`config.mk`:
```
export PLATFORM = sky130hd
export DESIGN_NAME = serial_add_seq
export DESIGN_NICKNAME = d
export VERILOG_FILES = /design/src/rtl/serial_add_seq.sv
export SDC_FILE = /design/constraint.sdc
export NUM_CORES = 1
export LEC_CHECK = 0
export CAP_MARGIN = 10
export CORE_ASPECT_RATIO = 0.75
export CORE_MARGIN = 10
export CORE_UTILIZATION = 32
export CTS_CLUSTER_DIAMETER = 80
export CTS_CLUSTER_SIZE = 12
export DETAILED_ROUTE_END_ITERATION = 10
export PLACE_DENSITY = 0.54
export SYNTH_ARGS = -nofsm -noshare
export SYNTH_HDL_FRONTEND = slang
export SYNTH_SLANG_ARGS = --single-unit
```
`constraint.sdc`:
```
create_clock -name clk -period 4.5 [get_ports clk]
set_input_delay 0.45 -clock clk [delete_from_list [all_inputs] [get_ports clk]]
set_output_delay 0.45 -clock clk [all_outputs]
set_load 0.05 [all_outputs]
```
`src/rtl/serial_add_seq.sv`:
```
// Bit-serial adder sequencer: accepts two WIDTH-bit operands, adds them LSB-first
// through a single full-adder cell over WIDTH cycles, and holds the result until taken.
module serial_add_seq #(
  parameter  int WIDTH = 8,
  localparam int CNT_W = $clog2(WIDTH) + 1
) (
  input  logic             clk,
  input  logic             rst,
  input  logic             in_valid,
  output logic             in_ready,
  input  logic [WIDTH-1:0] a,
  input  logic [WIDTH-1:0] b,
  output logic             out_valid,
  input  logic             out_ready,
  output logic [WIDTH-1:0] sum,
  output logic             cout,
  output logic             busy
);

  typedef enum logic [1:0] {
    IDLE = 2'd0,
    RUN  = 2'd1,
    DONE = 2'd2
  } state_t;

  state_t           state, state_nxt;
  logic [WIDTH-1:0] a_sh, b_sh, sum_sh;
  logic             carry, cout_r;
  logic [CNT_W-1:0] count;
  logic             last_bit;

  // Full adder built from two half adders and an OR, reused for every bit.
  logic ha0_s, ha0_c, ha1_c, fa_s, fa_c;

  always_comb begin
    ha0_s = a_sh[0] ^ b_sh[0];
    ha0_c = a_sh[0] & b_sh[0];
    fa_s  = ha0_s ^ carry;
    ha1_c = ha0_s & carry;
    fa_c  = ha0_c | ha1_c;
  end

  assign last_bit = (count == CNT_W'(WIDTH - 1));

  // NOTE: every output of this block gets a default first so no path infers a latch.
  always_comb begin
    state_nxt = state;
    case (state)
      IDLE:    if (in_valid)  state_nxt = RUN;
      RUN:     if (last_bit)  state_nxt = DONE;
      DONE:    if (out_ready) state_nxt = IDLE;
      default:                state_nxt = IDLE;
    endcase
  end

  // NOTE: sequential state uses non-blocking assignments so all registers
  // update together from pre-edge values.
  always_ff @(posedge clk) begin
    if (rst) state <= IDLE;
    else     state <= state_nxt;
  end

  always_ff @(posedge clk) begin
    if (rst) begin
      a_sh   <= '0;
      b_sh   <= '0;
      sum_sh <= '0;
      carry  <= 1'b0;
      cout_r <= 1'b0;
      count  <= '0;
    end else begin
      case (state)
        IDLE: begin
          if (in_valid) begin
            a_sh   <= a;
            b_sh   <= b;
            sum_sh <= '0;
            carry  <= 1'b0;
            count  <= '0;
          end
        end
        RUN: begin
          // Sum fills from the top so bit 0 lands in the LSB after WIDTH shifts.
          sum_sh <= {fa_s, sum_sh[WIDTH-1:1]};
          a_sh   <= a_sh >> 1;
          b_sh   <= b_sh >> 1;
          carry  <= fa_c;
          count  <= count + 1'b1;
          if (last_bit) cout_r <= fa_c;
        end
        default: ;
      endcase
    end
  end

  assign in_ready  = (state == IDLE);
  assign out_valid = (state == DONE);
  assign busy      = (state == RUN) || (state == DONE);
  assign sum       = sum_sh;
  assign cout      = cout_r;

endmodule
```
== Word-level counts from Yosys, hierarchy flattened ==
Index checks and enable logic that the tools add are counted.
Cells by class
  add/subtract/negate cells: 1
  equal/unequal tests: 6
  multiplexer cells: 14
  bitwise operators: 5
  reduce and logical (&&, ||, !) cells: 6
Operator list (count)
  one-hot mux 8 bit (2 select lines): 3
  two-way mux 8 bit: 3
  one-hot mux 4 bit (2 select lines): 1
  two-way mux 2 bit: 3
  one-hot mux 2 bit (3 select lines): 1
  adder 4 x 1 -> 4 bit (second input constant): 1
  == test 4 x 3 -> 1 bit (second input constant): 1
  two-way mux 4 bit: 1
  inequality test 2 bit (second input constant): 2
  AND reduction 2 bit: 2
  AND reduction 3 bit: 1
  bitwise AND 1 bit: 2
  == test 2 x 1 -> 1 bit (second input constant): 1
  == test 2 bit (second input constant): 1
  zero test 2 bit: 1
  inequality test 2 x 1 -> 1 bit (second input constant): 1
  one-hot mux 1 bit (2 select lines): 1
  nonzero test 2 bit: 1
  XOR 1 bit: 2
  logical OR 1 bit: 1
  two-way mux 1 bit: 1
  bitwise OR 1 bit: 1
Word-level totals
  flip-flop bits (word level): 32
  input port bits: 20
  output and inout bits: 12

== Logic depth before layout (Yosys ltp) ==
  depth after elaboration: 4
  depth in mapped cells: 8

== Worst setup path before layout ==
OpenSTA, ideal clock, no wires.
  kind: flip-flop to flip-flop
  start point: reg state[0]
  end point: reg count[3]
  library setup time: 0.074 ns
  data arrival time: 1.889 ns
  required time: 4.426 ns
  path slack: 2.537 ns
  stages on the path, launching flop included: 6
  buffers on the path: 0
  clock period less this slack: 1.963 ns
  cell sequence: dfxtp_1 > inv_1 > ha_1 > mux2i_1 > or4b_1 > a31oi_1
On the way
  cells in the longest elaborated chain, start to end: 3
  elaborated cells on any way between the ends: 6
Ends and longest elaborated chain
  start, declared: RTL line 26  | state_t state, state_nxt;
  start signal, assigned: RTL line 60  | else state <= state_nxt;
  zero test 2 bit *
  net in_ready: RTL line 10  | output logic in_ready,
  inequality test 2 bit (no source line) or nonzero test 2 bit (tied branches)
  AND reduction 2 bit (no source line)
  end signal, assigned: RTL line 88  | count <= count + 1'b1;
  end, declared: RTL line 29  | logic [CNT_W-1:0] count;
The timed path passes the listed nets; every way through them passes the cells marked *.
A chain may end at the register's enable or synchronous reset.

== Final worst setup path ==
  start point: reg state[1]
  end point: reg a_sh[3]
On the way
  cells in the longest elaborated chain, start to end: 3
  elaborated cells on any way between the ends: 6
Ends and longest elaborated chain
  == test 2 x 1 -> 1 bit or zero test 2 bit (tied branches): RTL line 72  | case (state)
  nonzero test 2 bit (no source line) or inequality test 2 bit (tied branches)
  AND reduction 2 bit (no source line)
  end signal, assigned: RTL line 85  | a_sh <= a_sh >> 1;
  end, declared: RTL line 27  | logic [WIDTH-1:0] a_sh, b_sh, sum_sh;
Parallel ways exist; a longest one is shown, timed or not.

==> reports/results.ini <==
[floorplanning]
core_um2 = 4600
rows = 21
die_w_um = 101
die_y_um = 80.6
dieArea_um2 = 8130
start_util = 0.341
io_pins = 32

[cts]
cts.reportedPaths.clkPinSlew_ns = 0.07
postCtsSetupRepairBufs = 0
cts_buffers = 5
hold_buffers = 0
cts.sinks = 32
cts_tree = done
cts_root_buf = clkbuf_8
clock_latency_ns = 0.29
htreeDepth = 2
cts.path.max_buffers = 2
ctsResizeCount = 0

[flow_run]
cap_violations = 0

[placed_design]
gp_congestion = 0.781
hpwlAfterDp_um = 2620
io_buffers = 31

[yosys]
synth-edff-count = 0
async_reset_ff_frac = 0
avgSynthCellArea_um2 = 9.50
yosysSeqAreaShare = 0.409
yosys.area.top_type = dfxtp_1
synth_flop_cell = dfxtp_1
synth_cell_type_count = 32
synth_seq_cells = 32
syn-instance-count = 165
synthTopCellsByArea = dfxtp_1 (41%), mux2i_1 (10%), a211oi_1 (7.2%)
yosysWarnings = 0
synth.most_common_cell = dfxtp_1
yosysTopAreaCellShare = 0.409
synth_nets = 190
synth_top_cells_by_count = dfxtp_1 (32), nor2_1 (23), mux2i_1 (16), a211oi_1 (15), mux2_2 (8)
synth_area_um2 = 1570

[timing]
fin_crit_sh = 0.556
whs_ns = 0.460
max_slew_margin = 0.490
fmax_mhz = 400
worstMarginPinSlew_ns = 0.765
period_minus_slack_ns = 2.50
rsz0062_at_grt = no
setup-tns-final_ns = 0
setup_viol = 0
hold_viol = 0
clock_skew_ns = 0.00612
drv_slew = 0

[pwr]
p_leak_nw = 0.736
power_density_nw_per_um2 = 477
p_total_mw = 0.969
vdd_ir_drop_max_v = 0.000289

[detailed_routing]
postRouteAntennaNets = 0
vias = 1282
routedWlPerCell_um = 15.2
remaining_drc_errors = 0
dr.pass1.iters = 5
drt_iter0_drc = 81
viasPerCell = 5.13
wirelength_um = 3810

[critical_path]
critPathMaxStageDelay_ns = 0.66
cpMaxStageDelayCell = ha_1
cp_data_required_time_ns = 4.69
cp-start-kind = flop
crit_type = reg2reg
crit_path_cell_trace = inv_1 -> ha_1 -> buf_4 -> mux2_2 -> nor2_1 -> a211oi_1
cp.buffers_inverters = 2
arrival_ns = 2.70
worst-path-max-fanout = 31
cp-end-kind = flop
cp_top_family = adder cells

[grt]
antenna_found_initial = 0
grt_max_degree = 35
grt_usage = 0.0959
grt_pass1_vias = 1251
overflow = 0
grt_pass1_wl_um = 6330

[layout]
drive_gt1_frac = 0.0933
antenna_cells = 0
nets = 217
area_growth_pct = 29.5

[outcome]
outcome = finished, final reports clean

[min_path]
hold_path_class = reg2reg

-- cell families after synthesis --
| family | Yosys count | share of synthesized area |
|---|---|---|
| AND/OR/NAND/NOR | 47 | 0.151 |
| adder cells (fa/ha/maj) | 5 | 0.0447 |
| AO/OA/AOI/OAI | 37 | 0.180 |
| multiplexers | 24 | 0.160 |
| flip-flops | 32 | 0.409 |
| buffers and inverters | 20 | 0.0567 |
-- layout make-up --
type	instances	area [um^2]
clock buffer	5	68.8
timing repair buffer	33	343
clock inverter	3	42.5
sequential	32	641
tap	57	71.3
inverter	7	26.3
fill	440	2570
multi-input combinational	113	838
-- metrics by stage --
step	std cells	util	cell area, um^2	setup slack, ns
final	250	0.442	2030	2.00
after global routing	250	0.442	2030	1.79
after CTS	249	0.436	2010	1.95
after detailed placement	241	0.412	1890	2.02
after global placement	241	0.412	1890	2.10
after floorplan	165	-	1570	2.54
-- placed cells by master, fill, tap and decap left out, types with 4 or more instances in the layout --
cell | netlist | layout
dfxtp_1 | 32 | 32
clkdlybuf4s50_1 | 0 | 31
nor2_1 | 23 | 23
mux2i_1 | 16 | 16
a211oi_1 | 15 | 15
mux2_2 | 8 | 8
nand2_1 | 7 | 7
a222oi_1 | 7 | 7
inv_1 | 6 | 6
a21oi_1 | 6 | 6
clkbuf_8 | 0 | 5
nand3b_1 | 4 | 4
ha_1 | 4 | 4
-- per-layer routing --
layer / GRT usage / share of wire / vias to the layer above
met2: 0.135 / 0.45 / 20
met1: 0.128 / 0.49 / 600
li1: - / - / 655
met5: 0 / 0 / -
met4: 0.0380 / 0.013 / 0
met3: 0.0342 / 0.046 / 7
-- flip-flops by register name, summed over array words and instances, names as in the netlist --
signal / cells
b_sh: 8
state: 2
cout: 1
a_sh: 8
count: 4
sum: 8
carry: 1
-- worst paths after layout --
| kind | to | from | cells past startpoint | slack, ns |
|---|---|---|---|---|
| worst max-delay path | a_sh[3]$_SDFFE_PP0P_ | state[1]$_SDFFE_PP0P_ | 6 | 2.00 |
| worst min-delay path | a_sh[7]$_SDFFE_PP0P_ | a_sh[7]$_SDFFE_PP0P_ | 2 | 0.46 |
| worst max register to register | a_sh[3]$_SDFFE_PP0P_ | state[1]$_SDFFE_PP0P_ | 6 | 2.00 |
| worst min register to register | a_sh[7]$_SDFFE_PP0P_ | a_sh[7]$_SDFFE_PP0P_ | 2 | 0.46 |
-- where the power goes --
part / total, mW / switching, mW / internal, mW
clock: 0.276 / 0.113 / 0.164
sequential: 0.355 / 0.0267 / 0.328
combinational: 0.337 / 0.197 / 0.140
-- worst min-delay path: stages (launching register included) --
cell,delay (ns)
dfxtp_1,0.31
nand2_1,0.05
a21oi_1,0.05
Power figures use the tool's default switching activity.
